[src/rtl/free_list_ctrl.sv]
// free_list_ctrl
// Physical-register free list for a renaming pipeline. Free tags sit in a
// circular buffer between commit_head and tail. Rename allocates speculatively
// from spec_head. Commit retires allocations by advancing commit_head. A flush
// rewinds spec_head to commit_head. After reset the buffer fills itself with
// the non-architectural tags, one per enabled cycle.
//
// Ports
//   clk          : clock, rising edge
//   async_rst    : asynchronous active-high reset
//   clk_en       : state advances only while high
//   alloc_req    : per-port allocation request
//   alloc_gnt    : all requesting ports are served this cycle
//   alloc_tag    : allocated tag per port (k-th requester gets spec_head+k)
//   free_valid   : per-port release strobe
//   free_tag     : tag released on each port
//   commit_cnt   : number of allocations retired this cycle
//   flush        : discard all uncommitted allocations
//   init_done    : buffer initialised and serving
//   free_count   : tags currently available to allocate
//   overflow_err : sticky, a release found the list full
module free_list_ctrl #(
    parameter int ARCH_COUNT      = 32,
    parameter int VIRT_COUNT      = 64,
    parameter int VIRT_ADDR_WIDTH = $clog2(VIRT_COUNT),
    parameter int ALLOC_PORTS     = 2,
    parameter int FREE_PORTS      = 2
) (
    input  logic                                          clk,
    input  logic                                          async_rst,
    input  logic                                          clk_en,
    input  logic [ALLOC_PORTS-1:0]                        alloc_req,
    output logic                                          alloc_gnt,
    output logic [ALLOC_PORTS-1:0][VIRT_ADDR_WIDTH-1:0]   alloc_tag,
    input  logic [FREE_PORTS-1:0]                         free_valid,
    input  logic [FREE_PORTS-1:0][VIRT_ADDR_WIDTH-1:0]    free_tag,
    input  logic [$clog2(ALLOC_PORTS+1)-1:0]              commit_cnt,
    input  logic                                          flush,
    output logic                                          init_done,
    output logic [VIRT_ADDR_WIDTH:0]                      free_count,
    output logic                                          overflow_err
);
    localparam int AW = VIRT_ADDR_WIDTH;
    localparam int PW = VIRT_ADDR_WIDTH + 1;
    // Number of tags that are not architecturally mapped; also the buffer fill limit.
    localparam logic [PW-1:0] LIVE = PW'(VIRT_COUNT - ARCH_COUNT);

    typedef enum logic {ST_INIT, ST_READY} state_t;

    state_t        r_state;
    logic [PW-1:0] r_tail;
    logic [PW-1:0] r_spec_head;
    logic [PW-1:0] r_commit_head;
    logic          r_init_done;
    logic          r_ovf;
    logic [AW-1:0] r_mem [VIRT_COUNT];

    logic          w_ready;
    logic [PW-1:0] w_free_count;
    logic [PW-1:0] w_n;
    logic [PW-1:0] w_k;
    logic [PW-1:0] w_rd_ptr;
    logic          w_gnt;
    logic [PW-1:0] w_tail_nxt;
    logic          w_ovf_set;
    logic [FREE_PORTS-1:0]          w_wr_en;
    logic [FREE_PORTS-1:0][AW-1:0]  w_wr_addr;
    logic [PW-1:0] w_spec_adv;
    logic [PW-1:0] w_room;
    logic [PW-1:0] w_commit_nxt;
    logic [PW-1:0] w_spec_nxt;
    logic [AW-1:0] w_init_tag;

    assign w_ready      = (r_state == ST_READY);
    assign w_free_count = w_ready ? (r_tail - r_spec_head) : '0;
    assign w_init_tag   = AW'(ARCH_COUNT) + r_tail[AW-1:0];

    always_comb begin
        w_n = '0;
        for (int p = 0; p < ALLOC_PORTS; p++) begin
            w_n = w_n + PW'(alloc_req[p]);
        end
    end

    assign w_gnt = w_ready & clk_en & ~flush & (w_n != '0) & (w_free_count >= w_n);

    // Each requester's offset from spec_head is the number of requesters below it.
    always_comb begin
        w_k      = '0;
        w_rd_ptr = r_spec_head;
        for (int p = 0; p < ALLOC_PORTS; p++) begin
            w_rd_ptr     = r_spec_head + w_k;
            alloc_tag[p] = r_mem[w_rd_ptr[AW-1:0]];
            w_k          = w_k + PW'(alloc_req[p]);
        end
    end

    // Releases append in port order. Occupancy is measured against the
    // committed head, because uncommitted allocations may still be flushed back.
    always_comb begin
        w_tail_nxt = r_tail;
        w_ovf_set  = 1'b0;
        w_wr_en    = '0;
        w_wr_addr  = '0;
        for (int p = 0; p < FREE_PORTS; p++) begin
            if (free_valid[p]) begin
                if ((w_tail_nxt - r_commit_head) < LIVE) begin
                    w_wr_en[p]   = 1'b1;
                    w_wr_addr[p] = w_tail_nxt[AW-1:0];
                    w_tail_nxt   = w_tail_nxt + PW'(1);
                end else begin
                    w_ovf_set = 1'b1;
                end
            end
        end
    end

    // Commit may not run past the (post-allocation) speculative head.
    // A flush then rewinds speculation onto the freshly committed head.
    always_comb begin
        w_spec_adv   = w_gnt ? (r_spec_head + w_n) : r_spec_head;
        w_room       = w_spec_adv - r_commit_head;
        w_commit_nxt = (PW'(commit_cnt) > w_room) ? w_spec_adv
                                                  : (r_commit_head + PW'(commit_cnt));
        w_spec_nxt   = flush ? w_commit_nxt : w_spec_adv;
    end

    always_ff @(posedge clk or posedge async_rst) begin
        if (async_rst) begin
            r_state       <= ST_INIT;
            r_tail        <= '0;
            r_spec_head   <= '0;
            r_commit_head <= '0;
            r_init_done   <= 1'b0;
            r_ovf         <= 1'b0;
        end else if (clk_en) begin
            case (r_state)
                ST_INIT: begin
                    r_tail <= r_tail + PW'(1);
                    if (r_tail == LIVE - PW'(1)) begin
                        r_state     <= ST_READY;
                        r_init_done <= 1'b1;
                    end
                end
                ST_READY: begin
                    r_tail        <= w_tail_nxt;
                    r_spec_head   <= w_spec_nxt;
                    r_commit_head <= w_commit_nxt;
                    if (w_ovf_set) begin
                        r_ovf <= 1'b1;
                    end
                end
            endcase
        end
    end

    // Tag storage carries no reset; contents are rebuilt by the INIT sweep.
    always_ff @(posedge clk) begin
        if (clk_en) begin
            if (r_state == ST_INIT) begin
                r_mem[r_tail[AW-1:0]] <= w_init_tag;
            end else begin
                for (int p = 0; p < FREE_PORTS; p++) begin
                    if (w_wr_en[p]) begin
                        r_mem[w_wr_addr[p]] <= free_tag[p];
                    end
                end
            end
        end
    end

    assign alloc_gnt    = w_gnt;
    assign free_count   = w_free_count;
    assign init_done    = r_init_done;
    assign overflow_err = r_ovf;

endmodule
[config.mk]
export PLATFORM = sky130hd
export DESIGN_NAME = free_list_ctrl
export DESIGN_NICKNAME = d
export VERILOG_FILES = /design/src/rtl/free_list_ctrl.sv
export SDC_FILE = /design/constraint.sdc
export NUM_CORES = 1
export LEC_CHECK = 0
export CORE_MARGIN = 4
export CORE_UTILIZATION = 40
export DETAILED_ROUTE_END_ITERATION = 10
export GPL_TIMING_DRIVEN = 0
export PLACE_DENSITY = 0.66
export SETUP_SLACK_MARGIN = 0.05
export SYNTH_ARGS = -nofsm -noshare
export SYNTH_HDL_FRONTEND = slang
export SYNTH_SLANG_ARGS = --single-unit
[constraint.sdc]
create_clock -name clk -period 8.9 [get_ports clk]
set_clock_uncertainty 0.05 [all_clocks]
set_input_delay 0.89 -clock clk [delete_from_list [all_inputs] [get_ports clk]]
set_output_delay 0.89 -clock clk [all_outputs]
set_load 0.1 [all_outputs]
# Word-level counts from Yosys, hierarchy flattened

Memory sizes are Yosys's and may differ from the RTL's.
Cells that the tools add are included.
Widths: inputs -> output; s select.

Flip-flop bits (word level): 24
RAM bits: 384
Input bits: 22
Output and inout port bits: 22
Word-level logic and storage cells: 71
Memories: 1

Memories:

| memory | depth | bits a word | rd ports | clocked after Yosys merged registers in | wr ports | line | text |
|---|---|---|---|---|---|---|---|
| r_mem  | 64    | 6           | 2        | 0                                       | 2        | 56   | `logic [AW-1:0] r_mem [VIRT_COUNT];` |

$add $sub $neg: 11
Magnitude comparators: 4
Equal/unequal tests: 1
Multiplexer cells: 37
Bitwise operators: 6
Reduce and logical (&&, ||, !) cells: 5

Operator list:

| cell                | count |
|---|---|
| $mux 7              | 8 |
| $mux 6              | 6 |
| $sub 7x7->7         | 4 |
| $mux 1              | 22 |
| $add 7x1->7 const B | 2 |
| $add 7x2->7         | 2 |
| $lt 7x6->1 const B  | 2 |
| $pmux 7 s2          | 1 |
| $eq 7x5->1 const B  | 1 |
| $ge 7x7->1          | 1 |
| $gt 2x7->1          | 1 |
| $reduce_bool 7->1   | 1 |
| $add 6x1->6         | 1 |
| $add 6x6->6 const A | 1 |
| $reduce_and 3->1    | 2 |
| $reduce_or 6->1     | 1 |
| $and 1x1->1         | 4 |
| $add 1x1->2         | 1 |
| $not 1->1           | 2 |
| $reduce_and 2->1    | 1 |

# Depth between registers and ports, before layout

Gate-level depths: netlist of the first run.

Depth in word-level cells: 12
Depth in mapped cells: 23
Mapped depth without buffers: 21

# Worst setup path before layout of the first run

Ideal clock, no wire load.

Kind: register to register
Start: reg r_tail[1]
End: reg r_spec_head[1]
Arrival time: 8.897 ns
Path slack: -0.130 ns
Stages on the path, launching flop included: 22
Buffers on the path: 1
Period minus slack after synthesis: 9.030 ns
Cells stage by stage: dfrtp_1 -> clkbuf_1 -> inv_1 -> fa_1 -> nor2b_1 -> nor3_1 -> a211oi_1 -> o31a_1 -> a31oi_1 -> mux2_2 -> inv_1 -> ha_1 -> fa_1 -> ha_1 -> nor2b_1 -> o22ai_1 -> a2111oi_0 -> nor3b_1 -> mux2i_1 -> nand2_1 -> mux2_2 -> o21ai_0

Word-level cells in the longest chain between the ends: 9

Ends and longest elaborated chain:

| element                  | line | text |
|---|---|---|
| start: declaration       | 51   | `logic [PW-1:0] r_tail;` |
| start signal: assignment | 139  | `r_tail <= r_tail + PW'(1);` |
| start signal: assignment | 146  | `r_tail <= w_tail_nxt;` |
| $sub 7x7->7 (*)          | 75   | `assign w_free_count = w_ready ? (r_tail - r_spec_head) : '0;` |
| $mux 7 (*)               | 75   |  |
| via free_count[2]        | 40   | `output logic [VIRT_ADDR_WIDTH:0] free_count,` |
| $ge 7x7->1 (*)           | 85   | `assign w_gnt = w_ready & clk_en & ~flush & (w_n != '0) & (w_free_count >= w_n);` |
| $and 1x1->1 (*)          | 85   |  |
| via alloc_gnt            | 33   | `output logic alloc_gnt,` |
| $mux 7 (*)               | 121  | `w_spec_adv = w_gnt ? (r_spec_head + w_n) : r_spec_head;` |
| $sub 7x7->7              | 122  | `w_room = w_spec_adv - r_commit_head;` |
| $gt 2x7->1               | 123  | `w_commit_nxt = (PW'(commit_cnt) > w_room) ? w_spec_adv` |
| $mux 7                   | 123  |  |
| $mux 7 (*)               | 125  | `w_spec_nxt = flush ? w_commit_nxt : w_spec_adv;` |
| end signal: assignment   | 147  | `r_spec_head <= w_spec_nxt;` |
| end: declaration         | 52   | `logic [PW-1:0] r_spec_head;` |

Mark *: on every way through the listed nets, which the timed path passes. The rest lies on a longest branch.
A chain may end at the register's enable or synchronous reset.

==> run metrics, run 1 <==
ANT nets after route=0; htree depth=2; worst-margin pin slew=between 1.5 and 2 ns; achievable frequency=around 0.12 GHz; Leak Pwr=0.00963 uW; min cycle time layout=roughly 8.5 ns; dpl cell area=28100 um2; most used routing layer=met2; status=finished with violations; met3 usage=between 5 and 6%; Post-synth top flop=edfxtp_1; wirelength, routed=about 92000 um; EDFF count, synth=384; slack of the critical path=0.372 ns; max-capacitance violation count=1; Layout Nets=just under 2000; CP Capture Type=flip-flop; CP arrival=~8.7 ns; fraction of registers with async set or reset after synthesis=5.88%; All-Layer GR Usage=25.6%; Max rail drop VDD=0.845 mV; design area=29600 um2; Req. time, crit path=9.06 ns; vias in the first global route=18500; DP HPWL=67700 um; row cnt=94; Mapped Area=about 27000 um2; final estimated routing congestion in global placement=1.03; CTS root buf=clkbuf_16; Die H=266 um; CTS tree=done; critical path peak fanout=8; Slew Viols, Final=9; core area=65700 um2; Storage cell area=12100 um2; Die Wd=266 um; initial antenna violation count=4; min-delay worst type=flip-flop to flip-flop; violated checks=capacitance limit, slew limit; Layout Cells excl Fill=approximately 2800; slew margin rel.=-1.16%; grt ovf=0; Post-Syn Area per Cell=14.8 um2; Seq cells post-synth=roughly 410; # setup viols final=0; clk sinks=408; DRT iter0 DRCs=2371; DRC Markers=0; Clk Latency, worst-skew pair=between 0.6 and 0.7 ns; CTS Hold Bufs=0; fillers=5756; CTS buffer count=47; largest net degree at the start of global routing=25; sequential fraction of the synthesis area=45.7%; critical path class=flip-flop to flip-flop; clock tree buffer depth=3; met1 Track Usage GR=33.5%; Inst Count DP=2695; synth-to-layout area growth=11.6%; Final Hold Viols=0; RSZ-0062 raised after global routing=false; Mapped Nets=roughly 1900; DR pass1 iterations=6; via count=18400; clk slew on worst S/H paths=0.06 ns; distinct cell type count after synthesis=75; PD cells=around 400 nW/um2; first-pass GRT wire length=131000 um; layout cell share with drive strength beyond 1=slightly above 40%; met2 usage=40.4%; Initial Util=40.4%; DIE AREA=approximately 71000 um2; vias per cell=6.60; WL/cell=33.0 um; Hold Slack=~0.42 ns; Worst Setup Start Kind=flip-flop; I/O Pins=44; Yosys warnings=0; flop-to-flop setup slack=0.37 ns; commonest non-fill, non-tap cell in the layout=mux2_2; setup tns final=0 ns; fin crit share=95.8%; port bufs=37; area of the multi-input gates=between 10000 and 15000 um2; pre-CTS setup slack=0.509 ns; Syn Inst Count=1792; commonest non-fill, non-tap cells in the layout=mux2_2 (389), edfxtp_1 (384), mux4_2 (252)
-- what timing repair did --
action | in CTS | in global routing
hold endpoints to repair | 0 | 0
endpoints found under the setup margin | 0 | 10
buffers inserted | 0 | 0
gates resized for setup | 0 | 4
-- path summary, 6_finish.rpt --
path                                             from                      endpoint  depth (start not counted)
worst max-delay path            r_tail[3]$_DFFE_PP0P_        r_mem[11][1]$_DFFE_PP_                         21
worst min-delay path            init_done$_DFFE_PP0P_         init_done$_DFFE_PP0P_                          2
worst max register to register  r_tail[3]$_DFFE_PP0P_        r_mem[11][1]$_DFFE_PP_                         21
worst min register to register  init_done$_DFFE_PP0P_         init_done$_DFFE_PP0P_                          2
max in group asynchronous                   async_rst      overflow_err$_DFFE_PP0P_                          2
min in group asynchronous                   async_rst  r_commit_head[6]$_DFFE_PP0P_                          2
-- layer usage --
| metal | share of wire [%] | routed length (um) |
|---|---|---|
| met3 | 10 | 9420 |
| met4 | 5.7 | 5220 |
| met2 | 46 | 42500 |
| met1 | 38 | 34600 |
| met5 | 0.012 | 11 |
-- power breakdown --
group	internal (uW)	switching, uW
logic	2770	4330
clock network	1200	832
registers	2490	88.0
total	6460	5250
-- cell families (layout without fill, tap and decap cells) --
group / after synthesis / in the layout / synth area share, %
AND/OR/NAND/NOR: 285 / 285 / 5.83
multiplexers: 655 / 655 / 38.4
XOR/XNOR: 30 / 30 / 1.09
buffers and inverters: 195 / 321 / 2.85
other: 0 / 1 / 0
adder cells (fa/ha/maj): 42 / 42 / 2.09
flip-flops: 408 / 408 / 45.7
AO/OA/AOI/OAI: 177 / 177 / 4.05
-- sequential cells by signal, summed over array words and instances, names as in the netlist --
| register | flops |
|---|---|
| init_done | 1 |
| r_state | 1 |
| r_spec_head | 7 |
| r_tail | 7 |
| r_mem | 384 |
| overflow_err | 1 |
| r_commit_head | 7 |
-- layout make-up --
| class | count | area share, % |
|---|---|---|
| diodes | 1 | 0.00844 |
| flip-flops and latches | 408 | 40.9 |
| clock buffers | 57 | 4.09 |
| multi-input cells | 1189 | 46.2 |
| plain buffers | 161 | 2.13 |
| inverters | 34 | 0.431 |
| clock inverters | 28 | 1.20 |
| well taps | 864 | 3.65 |
| repair buffers | 41 | 1.36 |
-- per-stage QoR --
step                      utilization [%]  power, uW
after floorplan                         -       7430
after global placement               42.6       9380
after detailed placement             42.7       9490
after CTS                            45.1      11500
after global routing                 45.1      12000
final                                45.1      11700
-- Yosys cell counts, drive strengths merged, types with 4 or more instances --
master  instances  area (um2)
and3            6        37.5
nand3          21         105
and2           10        65.1
nor4            7        88.8
a31oi           5        31.3
inv            33         124
dfrtp          24         601
xor2            8        96.4
mux2          392        4420
mux2i          11         110
a21oi          24         120
nor2           39         151
clkbuf        122         458
o21a            4        30.0
fa              4        80.1
nand2         134         603
o221ai          4        41.3
mux4          252        5680
o22ai           8        50.1
nand4           5        31.3
nor3b           7        52.6
or3             5        31.3
xnor2          22         193
buf            39         171
ha             38         475
nor3           22         160
nor2b           9        56.3
edfxtp        384       11500
nand2b         12        75.1
o21ai          92         460
a22oi           4        30.0
-- critical path, stage by stage, from the launching register on --
cell and delay, ns:
dfrtp_1 0.60, ha_1 0.32, a211oi_1 0.19, o21ai_0 0.17, a2111o_2 0.54, and2_4 0.22, nor2_2 0.14, xnor2_1 0.32
inv_1 0.27, ha_1 0.35, a21o_1 0.15, a21oi_1 0.24, o211ai_1 0.14, or3_1 0.37, xor2_2 0.24, nor2b_1 0.27
ha_1 0.23, buf_1 0.53, nand2_1 0.39, nor3_2 1.26, nand2_2 0.42, o21ai_0 0.67
(Power assumes the default switching activity.)
==> run 2: changes to the inputs <==
--- a/config.mk
+++ b/config.mk
@@ -5,6 +5,7 @@
 export SDC_FILE = /design/constraint.sdc
 export NUM_CORES = 1
 export LEC_CHECK = 0
+export CAP_MARGIN = 20
 export CORE_MARGIN = 4
 export CORE_UTILIZATION = 40
 export DETAILED_ROUTE_END_ITERATION = 10
==> run 2 against run 1 <==
The flow now finishes without violations. Sequential share of layout area shrank 0.71 points. Fmax is 6.3% higher. Combinational power increased by 2%. Total power is 0.68% higher. Critical path depth is 1 higher. Count of clock-buffer cells in the layout grew 7. Non-clock buffer count is 54 higher. Wire length grew 0.47%. Register-to-register slack better by 0.51 ns. Flip-flop and latch count unchanged.
==> run metrics, run 2 (synthesized netlist as in run 1, its figures left out) <==
PD cells=391 nW/um2 (was 395 nW/um2); DP HPWL=68300 um (was 67700 um); initial antenna violation count=6 (was 4); final estimated routing congestion in global placement=1.03 (unchanged); first-pass GRT wire length=131000 um (about the same); min cycle time layout=8.02 ns (was 8.53 ns); DR pass1 iterations=6 (unchanged); Slew Viols, Final=0 (was 9); clk slew on worst S/H paths=0.06 ns (about the same); commonest non-fill, non-tap cell in the layout=mux2_2 (unchanged); Max rail drop VDD=0.808 mV (was 0.845 mV); Die Wd=266 um (unchanged); I/O Pins=44 (unchanged); core area=65700 um2 (unchanged); DIE AREA=70600 um2 (unchanged); min-delay worst type=flip-flop to flip-flop (unchanged); slew margin rel.=16.9% (was -1.16%); CTS tree=done (unchanged); via count=18700 (was 18400); Final Hold Viols=0 (unchanged); CTS root buf=clkbuf_16 (unchanged); grt ovf=0 (unchanged); CTS buffer count=48 (was 47); slack of the critical path=0.879 ns (was 0.372 ns); post-CTS setup buffer count=0 (unchanged); commonest non-fill, non-tap cells in the layout=mux2_2 (389), edfxtp_1 (384), mux4_2 (252) (unchanged); clock tree buffer depth=3 (unchanged); max FFs per register=384 (unchanged); synth-to-layout area growth=13.6% (was 11.6%); critical path peak fanout=8 (unchanged); clk sinks=408 (unchanged); Req. time, crit path=9.14 ns (was 9.06 ns); setup tns final=0 ns (unchanged); Initial Util=40.4% (unchanged); htree depth=2 (unchanged); Layout Nets=2001 (was 1946); ANT nets after route=0 (unchanged); wirelength, routed=92200 um (was 91800 um); fin crit share=90.1% (was 95.8%); Worst Setup Start Kind=flip-flop (unchanged); # setup viols final=0 (unchanged); worst-margin pin slew=1.24 ns (was 1.51 ns); CP Capture Type=flip-flop (unchanged); critical path class=flip-flop to flip-flop (unchanged); pre-CTS setup slack=0.564 ns (was 0.509 ns); max-capacitance violation count=0 (was 1); vias in the first global route=18400 (was 18500); status=finished clean (was finished with violations); All-Layer GR Usage=25.7% (was 25.6%); port bufs=37 (unchanged); layout cell share with drive strength beyond 1=42.8% (was 41.3%); Die H=266 um (unchanged); vias per cell=6.59 (was 6.60); largest net degree at the start of global routing=25 (unchanged); Clk Latency, worst-skew pair=0.60 ns (was 0.61 ns); WL/cell=32.4 um (was 33.0 um); RSZ-0062 raised after global routing=false (unchanged); row cnt=94 (unchanged); Leak Pwr=0.00996 uW (was 0.00963 uW); DRT iter0 DRCs=2511 (was 2371); achievable frequency=0.125 GHz (was 0.117 GHz); CP arrival=8.26 ns (was 8.69 ns); DRC Markers=0 (unchanged)
==> run 2: cell types whose count changed in the layout (fill, tap and decap cells not counted), moves of 4 or more <==
| cell | delta |
|---|---|
| buf_2 | +16 |
| buf_6 | +5 |
| buf_8 | +19 |
| clkbuf_4 | +6 |
| buf_4 | +4 |
| bufinv_16 | -4 |
==> run 2: metrics by stage <==
step / instance area [um2] / power (uW) / instances / hold slack [ns] / utilization (%)
CTS: 29800 / 11600 / 2801 / 0.426 / 45.3
detailed placement: 28300 / 9540 / 2712 / 0.412 / 43.0
global route: 30200 / 12100 / 2840 / 0.441 / 45.9
global placement: 28000 / 9380 / 2693 / 0.412 / 42.6
finish: 30200 / 11800 / 2842 / 0.418 / 45.9
floorplan: 26600 / 7430 / 1792 / 0.462 / -
==> run 2: per-layer routing <==
metal	up-vias	wire, um	GRT usage (%)	part of all wire (%)
met5	-	30	0	0.033
met4	6	5540	12.8	6.0
met3	272	10700	6.59	12
met2	1253	42300	40.3	46
met1	9666	33600	33.4	36
li1	7533	-	-	-
==> run 2: report_power, final <==
| group | switching, uW | internal [uW] |
|---|---|---|
| Combinational | 4340 | 2870 |
| Clock | 838 | 1160 |
| Sequential | 86.0 | 2490 |
==> run 2: worst paths after layout <==
path                                       start                            to  slack [ns]  depth (start not counted)
setup / recovery           r_tail[3]$_DFFE_PP0P_        r_mem[57][3]$_DFFE_PP_        0.88                         22
hold / removal             init_done$_DFFE_PP0P_         init_done$_DFFE_PP0P_        0.42                          2
setup reg to reg           r_tail[3]$_DFFE_PP0P_        r_mem[57][3]$_DFFE_PP_        0.88                         22
hold reg to reg            init_done$_DFFE_PP0P_         init_done$_DFFE_PP0P_        0.42                          2
max in group asynchronous              async_rst           r_state$_DFFE_PP0P_        7.98                          3
min in group asynchronous              async_rst  r_commit_head[6]$_DFFE_PP0P_        0.43                          2
==> run 2: critical path, stage by stage, from the launching register on <==
cell and delay, ns:
dfrtp_1 0.52, ha_1 0.37, a211oi_1 0.19, o21ai_0 0.18
a2111o_2 0.55, and2_4 0.22, nor2_2 0.15, xnor2_1 0.32
inv_1 0.26, ha_1 0.35, a21o_1 0.15, a21oi_1 0.24
o211ai_1 0.13, or3_1 0.37, xor2_2 0.24, nor2b_1 0.31
ha_1 0.22, buf_1 0.56, nand2_1 0.39, nor3_4 0.88
nand2_1 0.47, o21ai_0 0.29, buf_2 0.29
==> run 2: area by class of cell <==
type / instances / area, um2
diodes: 2 / 5.00
plain buffers: 161 / 631
clock buffers: 64 / 1320
clock inverters: 25 / 228
fillers: 5696 / 35600
inverters: 34 / 128
multi-input cells: 1189 / 13700
flip-flops and latches: 408 / 12100
well taps: 864 / 1080
repair buffers: 95 / 943
==> run 2: timing repair <==
item | 4_1_cts | 5_1_grt
hold buffers | 0 | 0
resized for setup | 0 | 4
endpoints found under the hold margin | 0 | 0
setup endpoints to repair | 0 | 11
==> run 3: changes to the inputs <==
--- a/config.mk
+++ b/config.mk
@@ -9,6 +9,7 @@
 export CORE_MARGIN = 4
 export CORE_UTILIZATION = 40
 export DETAILED_ROUTE_END_ITERATION = 10
+export GPL_ROUTABILITY_DRIVEN = 0
 export GPL_TIMING_DRIVEN = 0
 export PLACE_DENSITY = 0.66
 export SETUP_SLACK_MARGIN = 0.05
==> run 3 against run 2 <==
Via count fell by 0.26%. Flip-flop and latch count did not move. Critical path depth did not move. Hold slack improved by 0.0011 ns. Utilization fell by 0.12 points. Total power rose by 0.21%. Design area fell by 0.26%. Sequential share of layout area rose by 0.11 points. Final cell count fell by 0.77%. Global-route usage fell by 0.57 points. Largest cell class unchanged. Largest power group unchanged.
==> run metrics, run 3 (synthesized netlist as in run 1, its figures left out) <==
slew margin rel.=18.5% (was 16.9%); setup tns final=0 ns (unchanged); clk slew on worst S/H paths=0.06 ns (about the same); row cnt=94 (unchanged); first-pass GRT wire length=129000 um (was 131000 um); Die Wd=266 um (unchanged); synth-to-layout area growth=13.3% (was 13.6%); design area=30100 um2 (was 30200 um2); max FFs per register=384 (unchanged); Req. time, crit path=9.07 ns (was 9.14 ns); All-Layer GR Usage=25.1% (was 25.7%); commonest non-fill, non-tap cell in the layout=mux2_2 (unchanged); Leak Pwr=0.00991 uW (was 0.00996 uW); DIE AREA=70600 um2 (unchanged); port bufs=37 (unchanged); min-delay worst type=flip-flop to flip-flop (unchanged); wirelength, routed=90500 um (was 92200 um); ANT nets after route=0 (unchanged); Reg power frac=21.8% (was 21.9%); pre-CTS setup slack=0.706 ns (was 0.564 ns); DRC Markers=0 (unchanged); achievable frequency=0.120 GHz (was 0.125 GHz); PD cells=393 nW/um2 (was 391 nW/um2); fin crit share=93.4% (was 90.1%); Slew Viols, Final=0 (unchanged); WL/cell=32.1 um (was 32.4 um); Layout Nets=1991 (was 2001); fin util=45.8% (was 45.9%); clock tree buffer depth=3 (unchanged); slack of the critical path=0.587 ns (was 0.879 ns); CP arrival=8.49 ns (was 8.26 ns); vias in the first global route=18600 (was 18400); Max rail drop VDD=0.631 mV (was 0.808 mV); layout cell share with drive strength beyond 1=42.5% (was 42.8%); FF-to-FF Start=r_commit_head[3]$_DFFE_PP0P_ (was r_tail[3]$_DFFE_PP0P_); Die H=266 um (unchanged); internal power=6560 uW (was 6520 uW); dpl cell area=28300 um2 (about the same); max-capacitance violation count=0 (unchanged); critical path peak fanout=8 (unchanged); commonest non-fill, non-tap cells in the layout=mux2_2 (389), edfxtp_1 (384), mux4_2 (252) (unchanged); Hold Slack=0.419 ns (was 0.418 ns); status=finished clean (unchanged); crit path launch=r_commit_head[3]$_DFFE_PP0P_ (was r_tail[3]$_DFFE_PP0P_); DRT iter0 DRCs=2268 (was 2511); # setup viols final=0 (unchanged); CTS tree=done (unchanged); CTS buffer count=46 (was 48); Switching Share=44.4% (was 44.7%); Sw Pwr=5250 uW (was 5270 uW); Initial Util=40.4% (unchanged); Worst Setup Start Kind=flip-flop (unchanged); via count=18700 (about the same); core area=65700 um2 (unchanged); worst-margin pin slew=1.22 ns (was 1.24 ns); Final Hold Viols=0 (unchanged); I/O Pins=44 (unchanged); DP HPWL=67600 um (was 68300 um); fillers=5696 (unchanged); min cycle time layout=8.31 ns (was 8.02 ns); Clk pwr share=17.0% (was 16.9%); largest net degree at the start of global routing=25 (unchanged); HP Start=init_done$_DFFE_PP0P_ (unchanged); initial antenna violation count=3 (was 6); critical path class=flip-flop to flip-flop (unchanged); grt ovf=0 (unchanged); combinational share of power=61.1% (was 61.2%); RSZ-0062 raised after global routing=false (unchanged); DR pass1 iterations=8 (was 6); CP Capture Type=flip-flop (unchanged); vias per cell=6.62 (was 6.59); clk sinks=408 (unchanged); htree depth=2 (unchanged); Clk Latency, worst-skew pair=0.60 ns (about the same); CTS root buf=clkbuf_16 (unchanged)
==> run 3: cell types whose count changed in the layout (fill, tap and decap cells not counted), moves of 4 or more <==
| cell | change |
|---|---|
| buf_8 | -6 |
| clkinv_2 | -5 |
| bufinv_16 | +4 |
| clkbuf_4 | -4 |
| clkinv_1 | -4 |
==> run 3: path summary, 6_finish.rpt <==
path | endpoint | slack, ns | depth (start not counted)
hold / removal | init_done$_DFFE_PP0P_ | 0.42 | 2
setup / recovery | r_mem[57][3]$_DFFE_PP_ | 0.59 | 22
max in group asynchronous | r_commit_head[1]$_DFFE_PP0P_ | 7.99 | 3
hold reg to reg | init_done$_DFFE_PP0P_ | 0.42 | 2
setup reg to reg | r_mem[57][3]$_DFFE_PP_ | 0.59 | 22
min in group asynchronous | r_commit_head[6]$_DFFE_PP0P_ | 0.43 | 2
==> run 3: repair_timing <==
item	4_1_cts	5_1_grt
setup endpoints to repair	0	2
gates resized for setup	0	3
hold buffers	0	0
buffers inserted	0	0
==> run 3: power by group through the flow <==
stage | registers [uW] | clock network [uW] | logic (uW)
floorplan | 2580 | 0 | 4850
global placement | 2610 | 0 | 6740
detailed placement | 2620 | 0 | 6930
CTS | 2580 | 2010 | 6980
global route | 2580 | 2090 | 7480
finish | 2580 | 2010 | 7220
==> run 3: worst max-delay path, stage by stage (launching register included) <==
cell and delay, ns:
dfrtp_1 0.44, inv_1 0.15, ha_1 0.32, a211oi_1 0.20
o21ai_0 0.20, a2111o_2 0.53, and2_4 0.21, nor2_2 0.13
xnor2_1 0.38, inv_1 0.32, ha_1 0.37, a21o_1 0.16
a21oi_1 0.26, o211ai_1 0.14, or3_1 0.39, xor2_2 0.23
nor2b_1 0.29, ha_1 0.21, buf_1 0.58, nand2_1 0.40
nor3_4 0.92, nand2_1 0.45, o21ai_0 0.56
==> run 3: cell type report <==
class / count / area (um2) / share of cell area [%]
multi-input cells: 1189 / 13700 / 45.5
flip-flops and latches: 408 / 12100 / 40.3
clock buffers: 57 / 1210 / 4.03
well taps: 864 / 1080 / 3.59
repair buffers: 87 / 895 / 2.97
plain buffers: 161 / 636 / 2.11
clock inverters: 19 / 305 / 1.01
inverters: 34 / 128 / 0.424
diodes: 1 / 2.50 / 0.00832
==> run 3: metrics by stage <==
step / cells / total power (uW)
2_1_floorplan: 1792 / 7430
3_3_place_gp: 2693 / 9350
3_5_place_dp: 2715 / 9540
4_1_cts: 2791 / 11600
5_1_grt: 2819 / 12200
6_report: 2820 / 11800
==> run 3: metal layers <==
layer	share of wire, %	GRT usage [%]
met3	12	7.71
met1	35	31.6
met4	7.3	14.7
met5	0.044	0
met2	45	38.6
